--- src/rtl/eth_frame_gen_pkg.sv ---
// Shared types, sizes and length-clamping helper for the Ethernet test-frame generator.
package eth_frame_gen_pkg;

  localparam int N_SYMBOLS     = 8;
  localparam int W_SYMBOL      = 8;
  localparam int DATA_W        = N_SYMBOLS * W_SYMBOL;
  localparam int MIN_FRAME_LEN = 60;
  localparam int MAX_FRAME_LEN = 1514;

  typedef enum logic [1:0] {
    IDLE,
    SEND,
    GAP
  } gen_state_t;

  function automatic logic [10:0] clamp_frame_len(input logic [15:0] len);
    if (len < 16'(MIN_FRAME_LEN)) return 11'(MIN_FRAME_LEN);
    if (len > 16'(MAX_FRAME_LEN)) return 11'(MAX_FRAME_LEN);
    return len[10:0];
  endfunction

endpackage

--- src/rtl/eth_frame_gen_if.sv ---
// AXI-Stream byte-lane bus carrying generated frames toward the MAC.
interface eth_frame_gen_if;
  import eth_frame_gen_pkg::*;

  logic              tvalid;
  logic [DATA_W-1:0] tdata;
  logic [N_SYMBOLS-1:0] tkeep;
  logic              tlast;
  logic              tready;

  modport master (output tvalid, output tdata, output tkeep, output tlast, input tready);
  modport slave  (input tvalid, input tdata, input tkeep, input tlast, output tready);
endinterface

--- src/rtl/eth_gen_beat_builder.sv ---
// Combinational builder of one 8-byte beat from (beat index, sequence number, frame length).
module eth_gen_beat_builder
  import eth_frame_gen_pkg::*;
#(
  parameter logic [47:0] DST_MAC   = 48'hFFFF_FFFF_FFFF,
  parameter logic [47:0] SRC_MAC   = 48'h0200_0000_0001,
  parameter logic [15:0] ETHERTYPE = 16'h88B5
) (
  input  logic [7:0]           beat_idx,
  input  logic [31:0]          seq,
  input  logic [10:0]          frame_len,
  output logic [DATA_W-1:0]    tdata,
  output logic [N_SYMBOLS-1:0] tkeep,
  output logic                 tlast
);
  localparam logic [111:0] HDR = {DST_MAC, SRC_MAC, ETHERTYPE};

  logic [7:0] n_beats;
  logic [2:0] tail;

  assign n_beats = 8'((frame_len + 11'd7) >> 3);
  assign tail    = frame_len[2:0];
  assign tlast   = (beat_idx == n_beats - 8'd1);
  assign tkeep   = (tlast && tail != 3'd0) ? (8'hFF >> (4'd8 - {1'b0, tail})) : 8'hFF;

  for (genvar gi = 0; gi < N_SYMBOLS; gi++) begin : g_sym
    logic [10:0] k;
    logic [3:0]  hdr_sel;
    logic [1:0]  seq_sel;
    logic [7:0]  sym;

    assign k       = {beat_idx, 3'(gi)};
    assign hdr_sel = 4'd13 - k[3:0];
    assign seq_sel = 2'd3 - 2'(k - 11'd14);

    // Header and sequence number go out most-significant byte first.
    always_comb begin
      if (k < 11'd14)      sym = HDR[{hdr_sel, 3'b000} +: 8];
      else if (k < 11'd18) sym = seq[{seq_sel, 3'b000} +: 8];
      else                 sym = k[7:0];
    end

    assign tdata[gi*W_SYMBOL +: W_SYMBOL] = tkeep[gi] ? sym : 8'h00;
  end
endmodule

--- src/rtl/eth_frame_gen.sv ---
// Test-frame transmitter: programmable length, gap and count, with sequence-numbered payload.
module eth_frame_gen
  import eth_frame_gen_pkg::*;
#(
  parameter logic [47:0] DST_MAC   = 48'hFFFF_FFFF_FFFF,
  parameter logic [47:0] SRC_MAC   = 48'h0200_0000_0001,
  parameter logic [15:0] ETHERTYPE = 16'h88B5
) (
  input  logic            i_clk,
  input  logic            i_reset_n,
  input  logic            i_start,
  input  logic            i_stop,
  input  logic [15:0]     i_frame_len,
  input  logic [7:0]      i_ifg_cycles,
  input  logic [15:0]     i_num_frames,
  eth_frame_gen_if.master m_axis,
  output logic            o_busy,
  output logic            o_done,
  output logic [31:0]     o_frame_cnt
);
  gen_state_t           state_reg;
  logic                 tvalid_reg, tlast_reg, busy_reg, done_reg;
  logic                 stop_pending_reg, continuous_reg;
  logic [DATA_W-1:0]    tdata_reg;
  logic [N_SYMBOLS-1:0] tkeep_reg;
  logic [7:0]           beat_idx_reg, ifg_reg, gap_cnt_reg;
  logic [10:0]          len_reg;
  logic [31:0]          seq_reg, frame_cnt_reg;
  logic [15:0]          remaining_reg;

  logic                 fire, stop_now, run_ends, load_frame;
  logic [10:0]          len_clamped, bb_len;
  logic [31:0]          frame_cnt_inc, bb_seq;
  logic [7:0]           bb_idx;
  logic [DATA_W-1:0]    bb_tdata;
  logic [N_SYMBOLS-1:0] bb_tkeep;
  logic                 bb_tlast;

  assign fire          = tvalid_reg & m_axis.tready;
  assign stop_now      = stop_pending_reg | i_stop;
  assign run_ends      = stop_now | (~continuous_reg & (remaining_reg == 16'd1));
  assign len_clamped   = clamp_frame_len(i_frame_len);
  assign frame_cnt_inc = frame_cnt_reg + 32'd1;

  // A new frame's first beat is loaded in the same edge that leaves IDLE, GAP or the previous tlast.
  always_comb begin
    load_frame = 1'b0;
    case (state_reg)
      IDLE:    load_frame = i_start & ~i_stop;
      SEND:    load_frame = fire & tlast_reg & ~run_ends & (ifg_reg == 8'd0);
      GAP:     load_frame = (gap_cnt_reg == 8'd1) & ~stop_now;
      default: load_frame = 1'b0;
    endcase
  end

  assign bb_idx = load_frame ? 8'd0 : beat_idx_reg + 8'd1;
  assign bb_len = load_frame ? len_clamped : len_reg;
  assign bb_seq = !load_frame ? seq_reg :
                  (state_reg == SEND) ? frame_cnt_inc : frame_cnt_reg;

  eth_gen_beat_builder #(
    .DST_MAC  (DST_MAC),
    .SRC_MAC  (SRC_MAC),
    .ETHERTYPE(ETHERTYPE)
  ) u_beat_builder (
    .beat_idx (bb_idx),
    .seq      (bb_seq),
    .frame_len(bb_len),
    .tdata    (bb_tdata),
    .tkeep    (bb_tkeep),
    .tlast    (bb_tlast)
  );

  always_ff @(posedge i_clk or negedge i_reset_n) begin
    if (!i_reset_n) begin
      state_reg        <= IDLE;
      tvalid_reg       <= 1'b0;
      tlast_reg        <= 1'b0;
      tdata_reg        <= '0;
      tkeep_reg        <= '0;
      busy_reg         <= 1'b0;
      done_reg         <= 1'b0;
      stop_pending_reg <= 1'b0;
      continuous_reg   <= 1'b0;
      beat_idx_reg     <= 8'd0;
      ifg_reg          <= 8'd0;
      gap_cnt_reg      <= 8'd0;
      len_reg          <= 11'd0;
      seq_reg          <= 32'd0;
      frame_cnt_reg    <= 32'd0;
      remaining_reg    <= 16'd0;
    end else begin
      done_reg <= 1'b0;
      if (load_frame || (state_reg == SEND && fire && !tlast_reg)) begin
        tvalid_reg   <= 1'b1;
        tdata_reg    <= bb_tdata;
        tkeep_reg    <= bb_tkeep;
        tlast_reg    <= bb_tlast;
        beat_idx_reg <= bb_idx;
        seq_reg      <= bb_seq;
        len_reg      <= bb_len;
      end
      if (load_frame) begin
        ifg_reg   <= i_ifg_cycles;
        state_reg <= SEND;
        busy_reg  <= 1'b1;
      end
      case (state_reg)
        IDLE: begin
          if (load_frame) begin
            remaining_reg  <= i_num_frames;
            continuous_reg <= (i_num_frames == 16'd0);
          end
        end
        SEND: begin
          if (i_stop) stop_pending_reg <= 1'b1;
          if (fire && tlast_reg) begin
            frame_cnt_reg <= frame_cnt_inc;
            if (!continuous_reg) remaining_reg <= remaining_reg - 16'd1;
            if (run_ends) begin
              tvalid_reg       <= 1'b0;
              tlast_reg        <= 1'b0;
              state_reg        <= IDLE;
              busy_reg         <= 1'b0;
              done_reg         <= 1'b1;
              stop_pending_reg <= 1'b0;
            end else if (ifg_reg != 8'd0) begin
              tvalid_reg  <= 1'b0;
              tlast_reg   <= 1'b0;
              gap_cnt_reg <= ifg_reg;
              state_reg   <= GAP;
            end
          end
        end
        GAP: begin
          if (i_stop) stop_pending_reg <= 1'b1;
          if (gap_cnt_reg == 8'd1) begin
            if (stop_now) begin
              state_reg        <= IDLE;
              busy_reg         <= 1'b0;
              done_reg         <= 1'b1;
              stop_pending_reg <= 1'b0;
            end
          end else begin
            gap_cnt_reg <= gap_cnt_reg - 8'd1;
          end
        end
        default: state_reg <= IDLE;
      endcase
    end
  end

  assign m_axis.tvalid = tvalid_reg;
  assign m_axis.tdata  = tdata_reg;
  assign m_axis.tkeep  = tkeep_reg;
  assign m_axis.tlast  = tlast_reg;
  assign o_busy        = busy_reg;
  assign o_done        = done_reg;
  assign o_frame_cnt   = frame_cnt_reg;
endmodule

--- src/flat_wrapper.sv ---
// flat-port wrapper written by rule: the top's interface ports become plain ports
module eth_frame_gen_flat import eth_frame_gen_pkg::*;
#(
  parameter logic [47:0] DST_MAC   = 48'hFFFF_FFFF_FFFF,
  parameter logic [47:0] SRC_MAC   = 48'h0200_0000_0001,
  parameter logic [15:0] ETHERTYPE = 16'h88B5
)
  (i_clk, i_reset_n, i_start, i_stop, i_frame_len, i_ifg_cycles, i_num_frames, o_busy, o_done, o_frame_cnt, m_axis_tvalid, m_axis_tdata, m_axis_tkeep, m_axis_tlast, m_axis_tready);
  eth_frame_gen_if m_axis_i ();
  input  logic i_clk;
  input  logic i_reset_n;
  input  logic i_start;
  input  logic i_stop;
  input  logic [15:0] i_frame_len;
  input  logic [7:0] i_ifg_cycles;
  input  logic [15:0] i_num_frames;
  output logic o_busy;
  output logic o_done;
  output logic [31:0] o_frame_cnt;
  output wire logic [$bits(m_axis_i.tvalid)-1:0] m_axis_tvalid;
  output wire logic [$bits(m_axis_i.tdata)-1:0] m_axis_tdata;
  output wire logic [$bits(m_axis_i.tkeep)-1:0] m_axis_tkeep;
  output wire logic [$bits(m_axis_i.tlast)-1:0] m_axis_tlast;
  input wire logic [$bits(m_axis_i.tready)-1:0] m_axis_tready;
  assign m_axis_tvalid = m_axis_i.tvalid;
  assign m_axis_tdata = m_axis_i.tdata;
  assign m_axis_tkeep = m_axis_i.tkeep;
  assign m_axis_tlast = m_axis_i.tlast;
  assign m_axis_i.tready = m_axis_tready;
  eth_frame_gen #(.DST_MAC(DST_MAC), .SRC_MAC(SRC_MAC), .ETHERTYPE(ETHERTYPE)) u_core (.i_clk(i_clk), .i_reset_n(i_reset_n), .i_start(i_start), .i_stop(i_stop), .i_frame_len(i_frame_len), .i_ifg_cycles(i_ifg_cycles), .i_num_frames(i_num_frames), .m_axis(m_axis_i), .o_busy(o_busy), .o_done(o_done), .o_frame_cnt(o_frame_cnt));
endmodule
--- config.mk ---
export PLATFORM = sky130hd
export DESIGN_NAME = eth_frame_gen_flat
export DESIGN_NICKNAME = d
export VERILOG_FILES = /design/src/rtl/eth_frame_gen_pkg.sv /design/src/rtl/eth_frame_gen_if.sv /design/src/rtl/eth_gen_beat_builder.sv /design/src/rtl/eth_frame_gen.sv /design/src/flat_wrapper.sv
export SDC_FILE = /design/constraint.sdc
export NUM_CORES = 1
export LEC_CHECK = 0
export CORE_MARGIN = 3
export CORE_UTILIZATION = 55
export DETAILED_ROUTE_END_ITERATION = 10
export PLACE_DENSITY = 0.81
export SYNTH_ARGS = -nofsm -noshare
export SYNTH_HDL_FRONTEND = slang
export SYNTH_SLANG_ARGS = --single-unit
--- constraint.sdc ---
create_clock -name i_clk -period 6.3 [get_ports i_clk]
set_input_delay 1.26 -clock i_clk [delete_from_list [all_inputs] [get_ports i_clk]]
set_output_delay 1.26 -clock i_clk [all_outputs]
set_load 0.01 [all_outputs]
==> reports/results.txt, run 1 <==
Yosys cell types - 83
leading area contributor after synthesis - dfrtp_1
Synth Area per Inst - 9.097 sq um
HP Class - reg -> reg
fmax - 171.4 MHz
reg2reg start - u_core.state_reg[0]$_DFF_PN0_
final hold viol count - 0
Post-CTS Hold Buffers - 0
# nets final - 1350
layout cells sized above 1 - 7.515%
Routed Wire Length - 27.68 mm
I/O pin total - 153
# rows - 49
power per cell area - 373.6 nW/um^2
port bufs - 152
relative slew slack - 22.99%
Final setup viols - 0
mapped cell area - 10530 sq um
top cell type's share of synthesized area - 46.36%
Sink Count - 195
CTS resizes - 0
Worst-Margin Slew - 1155 ps
count of state elements after synthesis - 195
FF/Latch Area - 4880 sq um
pin count of the biggest net entering global routing - 195
Synth async-reset ratio - 100.0%
hold path start - u_core.m_axis.tdata[28]$_DFFE_PN0P_
initial antenna violation count - 0
critical path data arrival time - 6160 ps
DRC viols - 0
ANT nets after route - 0
Final TNS setup - 0 ps
leakage power - 0.005368 uW
Syn. warnings - 0
wire per inst - 18.05 um
Multi-input gate area - 5319 sq um
Final Cycle Share - 92.59%
Area Growth Syn to Fin - 22.12%
Iter 0 DRT Violations - 750
crit start category - primary input
root buf cell - clkbuf_16
hold path depth - 2
Max VDD drop - 0.2354 mV
first-pass GRT wire length - 45.29 mm
Die Span X - 144.3 um
initial core utilization - 57.22%
grt ovf - 0
RR Endpoint - u_core.m_axis.tkeep[1]$_DFFE_PN0P_
Bufs on Longest Clock Path - 2
fin crit period - 5833 ps
Ant. Diodes - 0
die area - 20830 sq um
Primary FF master, synth - dfrtp_1
Synth Net Count - 1216
CTS tree - done
gr usage total - 27.08%
Worst Path Required - 6620 ps
clk slew on worst S/H paths - 80 ps
crit path kind - in -> reg
Seq/Total Area, Yosys - 46.36%
cells after synthesis - 1157
ranking of synthesized cells by area - dfrtp_1 (46%), nand2_1 (7.3%), o21ai_0 (5.5%)
Design Area, Final - 12850 sq um
Via density - 6.008
GP Congestion - 0.9361
WHS Endpoint - u_core.m_axis.tdata[28]$_DFFE_PN0P_
crit path capture type - register
number of flops mapped to enable cells by yosys - 0
Die Height - 144.3 um
vias post-DR - 9210
cts bufs inserted - 17
dpl hpwl - 19.70 mm
max cap viols - 0
status - finished, final reports clean
RSZ-0062 raised after global routing - false
core area - 18390 sq um
setup bufs post-CTS - 0
Post-Route Skew - 15.22 ps
Crit Path Max Fanout - 9
first-pass iteration count of the detailed router - 6
vias in the first global route - 8669
Fillers - 1434
FF-to-FF path depth - 23
H-tree levels - 4
Placement Cell Area - 12290 sq um
Final Max Tran Viols - 0
reg-to-reg setup timing slack - 730 ps
Clock Latency Late Sink - 440 ps
max reg flops - 64
[through the flow]
| stage | instances | worst slack (ps) | utilization [%] | total power (uW) | hold slack (ps) |
|---|---|---|---|---|---|
| floorplan | 1157 | 28.23 | - | 2944 | 444.6 |
| global placement | 1501 | 164.6 | 66.80 | 3671 | 458.5 |
| detailed placement | 1501 | 62.86 | 66.80 | 3740 | 469.4 |
| CTS | 1533 | 506.7 | 69.88 | 4793 | 485.1 |
| global route | 1533 | 98.47 | 69.88 | 5116 | 499.6 |
| finish | 1533 | 466.7 | 69.88 | 4802 | 482.7 |
[per-layer routing]
layer | share of wire (%) | global-route usage [%]
met2 | 47 | 41.45
met5 | 0 | 0
met1 | 45 | 40.83
met4 | 1.1 | 5.744
met3 | 6.7 | 4.696
[how the worst max path moves through the flow]
stage / from / to / cells past startpoint
final: i_frame_len[10] / u_core.m_axis.tkeep[1]$_DFFE_PN0P_ / 22
after global routing: i_frame_len[10] / u_core.m_axis.tdata[29]$_DFFE_PN0P_ / 23
after CTS: i_frame_len[10] / u_core.m_axis.tkeep[1]$_DFFE_PN0P_ / 22
after detailed placement: i_frame_len[10] / u_core.m_axis.tkeep[1]$_DFFE_PN0P_ / 22
after global placement: i_frame_len[10] / u_core.m_axis.tkeep[1]$_DFFE_PN0P_ / 22
after floorplan: m_axis_tready / u_core.m_axis.tkeep[1]$_DFFE_PN0P_ / 26
[cells in the mapped netlist (4+ instances only)]
cell type / number
o31ai_1: 10
xor2_1: 40
a211o_1: 5
a22o_1: 12
and4_1: 10
and2_1: 14
nand2b_1: 7
nor3_1: 26
clkbuf_1: 47
a211oi_1: 8
a32o_1: 4
nor2b_1: 5
a31oi_1: 7
nor2_1: 80
inv_1: 23
nand4_1: 15
a21oi_1: 73
mux2i_1: 6
nor4_1: 12
o22ai_1: 14
o21ai_0: 115
o21a_1: 8
or2_2: 4
dfrtp_1: 195
nand2_1: 204
and3_1: 23
buf_1: 4
buf_2: 5
xnor2_1: 46
nand3_1: 26
or4_1: 4
a21o_1: 8
ha_1: 14
or3_1: 10
[cell families (layout without fill, tap and decap cells)]
group                      count (synthesis)  after routing  share of synthesized area (%)
and+or+nand+nor                          467            467                          21.78
AOI/OAI and AO/OA                        297            297                          17.96
DFF                                      195            195                          46.36
xor gates and xnor gates                  89             89                          7.680
buffers and inverters                     84            231                          3.305
adders and majority gates                 14             14                          1.664
muxes                                     11             11                          1.248
[layout make-up]
type,count,share of cell area (%)
Tap cell,229,2.229
Timing Repair Buffer,175,13.31
Clock inverter,15,1.110
Inverter,24,0.7009
Sequential cell,195,37.96
Multi-Input combinational cell,878,41.38
Clock buffer,17,3.310
[cell usage in the layout (no fill, tap or decap), types with 14 or more instances in the layout]
cell type	synthesis	final
nand2_1	204	204
dfrtp_1	195	195
clkdlybuf4s50_1	0	151
o21ai_0	115	115
nor2_1	80	78
a21oi_1	73	72
xnor2_1	46	46
xor2_1	40	40
nor3_1	26	26
nand3_1	26	26
inv_1	23	23
and3_1	23	23
buf_4	1	22
clkbuf_16	0	17
nand4_1	15	15
and2_1	14	14
o22ai_1	14	14
[worst max-delay path, stage by stage]
cell and delay, ps:
clkdlybuf4s50_1 490, or4_1 540, nor3_1 230, a21oi_1 140, nand2_1 150, nor2_1 60
a22o_1 200, inv_1 80, ha_1 170, inv_1 90, a21o_1 170, a21oi_1 160
or2_2 130, ha_1 130, inv_1 70, a31oi_2 200, nand4b_4 150, and2_1 160
o32a_1 350, or2_1 250, or4_1 660, mux2_4 320
[power breakdown]
group	internal, uW	leakage (uW)	switching (uW)
Sequential	1560	0.00245	261
Clock	525	0.000270	526
Combinational	800	0.00265	1130
Note: power is estimated with default switching activity, not from simulation.
==> inputs of run 2 (changes only) <==
- GPL_ROUTABILITY_DRIVEN: default -> 0
==> run 2 against run 1 <==
  * Final area hardly changed
  * Hold slack worse by 2.7 ps
  * Largest cell class unchanged
  * Fmax down 0.72%
  * Critical endpoint is now u_core.m_axis.tdata[45]$_DFFE_PN0P_
  * Clock skew decreased by 1.6 ps
  * Die area unchanged
  * Global-route usage increased by 0.19 points
  * Sequential power about the same
  * Clock power is 4% higher
  * Largest power group unchanged
  * Power is 0.84% higher
  * Critical path depth is 1 higher
  * Via count is 1.2% higher
  * Cell count fell by 0.13%
==> reports/results.txt, run 2 (synthesis results as in run 1) <==
critical path data arrival time - 6160 ps
initial antenna violation count - 0
relative slew slack - 40.47%
# rows - 49
Ant. Diodes - 0
final hold viol count - 0
Final setup viols - 0
initial core utilization - 57.22%
overall power - 4842 uW
vias post-DR - 9319
max cap viols - 0
Final Cycle Share - 93.27%
Sink Count - 195
Post-Route Skew - 13.65 ps
Bufs on Longest Clock Path - 2
Final TNS setup - 0 ps
root buf cell - clkbuf_16
crit path kind - in -> reg
Via density - 6.087
setup bufs post-CTS - 0
Max VDD drop - 0.2735 mV
wire per inst - 18.35 um
die area - 20830 sq um
power per cell area - 376.5 nW/um^2
Area Growth Syn to Fin - 22.21%
CTS resizes - 0
ANT nets after route - 0
most frequent cells in the layout - nand2_1 (204), dfrtp_1 (195), clkdlybuf4s50_1 (151), o21ai_0 (115), nor2_1 (78)
HP Class - reg -> reg
Final Max Tran Viols - 0
Post-CTS Hold Buffers - 0
cts bufs inserted - 17
clk slew on worst S/H paths - 70 ps
layout cells sized above 1 - 7.373%
# nets final - 1348
fmax - 170.2 MHz
Reg power frac - 37.7%
Net Switching - 1943 uW
DRC viols - 0
crit start category - primary input
Die Height - 144.3 um
Pint - 2899 uW
vias in the first global route - 8885
first-pass GRT wire length - 45.28 mm
I/O pin total - 153
logic gate share of total power - 39.7%
Worst Path Required - 6590 ps
crit path capture type - register
max reg flops - 64
RSZ-0062 raised after global routing - false
first-pass iteration count of the detailed router - 7
leakage power - 0.005380 uW
Die Span X - 144.3 um
Routed Wire Length - 28.10 mm
CTS tree - done
Clock Latency Late Sink - 450 ps
dpl hpwl - 20.05 mm
port bufs - 152
status - finished, final reports clean
Switching Fraction - 40.12%
Worst-Margin Slew - 889.6 ps
clock group share of total power - 22.6%
fin crit period - 5876 ps
commonest non-fill, non-tap cell in the layout - nand2_1
grt ovf - 0
Crit Path Max Fanout - 10
pin count of the biggest net entering global routing - 108
gr usage total - 27.27%
H-tree levels - 4
Iter 0 DRT Violations - 834
core area - 18390 sq um
## run 2: cell count changes in the layout (fill, tap and decap cells not counted)
cell / change
clkinv_8: +3
buf_4: -1
clkinv_4: -1
inv_6: -3
buf_12: -1
clkinvlp_4: -3
inv_8: +4
## run 2: path summary, 6_finish.rpt
| check | startpoint | end | slack [ps] | cells past startpoint |
|---|---|---|---|---|
| worst max-delay path | i_frame_len[10] | u_core.m_axis.tdata[45]$_DFFE_PN0P_ | 420 | 23 |
| worst min-delay path | u_core.m_axis.tdata[20]$_DFFE_PN0P_ | u_core.m_axis.tdata[20]$_DFFE_PN0P_ | 480 | 2 |
| worst max register to register | u_core.state_reg[0]$_DFF_PN0_ | u_core.m_axis.tdata[45]$_DFFE_PN0P_ | 700 | 24 |
| worst min register to register | u_core.m_axis.tdata[20]$_DFFE_PN0P_ | u_core.m_axis.tdata[20]$_DFFE_PN0P_ | 480 | 2 |
| max in group asynchronous | i_reset_n | u_core.o_frame_cnt[30]$_DFFE_PN0P_ | 4210 | 2 |
| min in group asynchronous | i_reset_n | u_core.len_reg[9]$_DFFE_PN0P_ | 900 | 1 |
## run 2: layout make-up
class,instances,area [sq um]
Sequential cell,195,4880
Timing Repair Buffer,173,1683
Inverter,24,90.09
Fill cell,1390,5530
Clock inverter,15,178.9
Tap cell,229,286.5
Clock buffer,17,425.4
Multi-Input combinational cell,878,5319
## run 2: through the flow
| step | cell area [sq um] | instances | setup slack (ps) | hold WS, ps | utilization (%) |
|---|---|---|---|---|---|
| after global routing | 12860 | 1531 | 105.3 | 519.7 | 69.93 |
| after CTS | 12860 | 1531 | 489.9 | 486.6 | 69.93 |
| final | 12860 | 1531 | 424.2 | 479.9 | 69.93 |
| after global placement | 12260 | 1499 | 167.1 | 458.9 | 66.65 |
| after floorplan | 10530 | 1157 | 28.23 | 444.6 | - |
| after detailed placement | 12260 | 1499 | 37.27 | 467.7 | 66.65 |
## run 2: routing by layer
metal	GRT usage [%]	routed length, um
met1	38.96	12320
met2	42.89	13170
met3	4.729	2004
met4	8.395	599
met5	0	0
## run 2: critical path: stages
cell and delay, ps:
clkdlybuf4s50_1 490, or4_1 560, nor3_1 220, a21oi_1 140, nand2_1 160, nor2_1 60
a22o_1 190, inv_1 90, ha_1 170, inv_1 70, a21o_1 170, and3_1 190
or2_2 280, ha_1 180, inv_1 120, a31oi_2 70, nand4b_4 150, o21ai_0 100
o32a_1 310, or2_1 240, buf_4 200, nor4_1 550, a21oi_1 220
## run 2: power groups by stage
stage | registers [uW] | clock network [uW] | logic, uW
after global routing | 1860 | 1150 | 2120
after detailed placement | 1840 | 0 | 1890
final | 1830 | 1090 | 1920
after CTS | 1820 | 1110 | 1910
after global placement | 1830 | 0 | 1830
after floorplan | 1840 | 0 | 1110
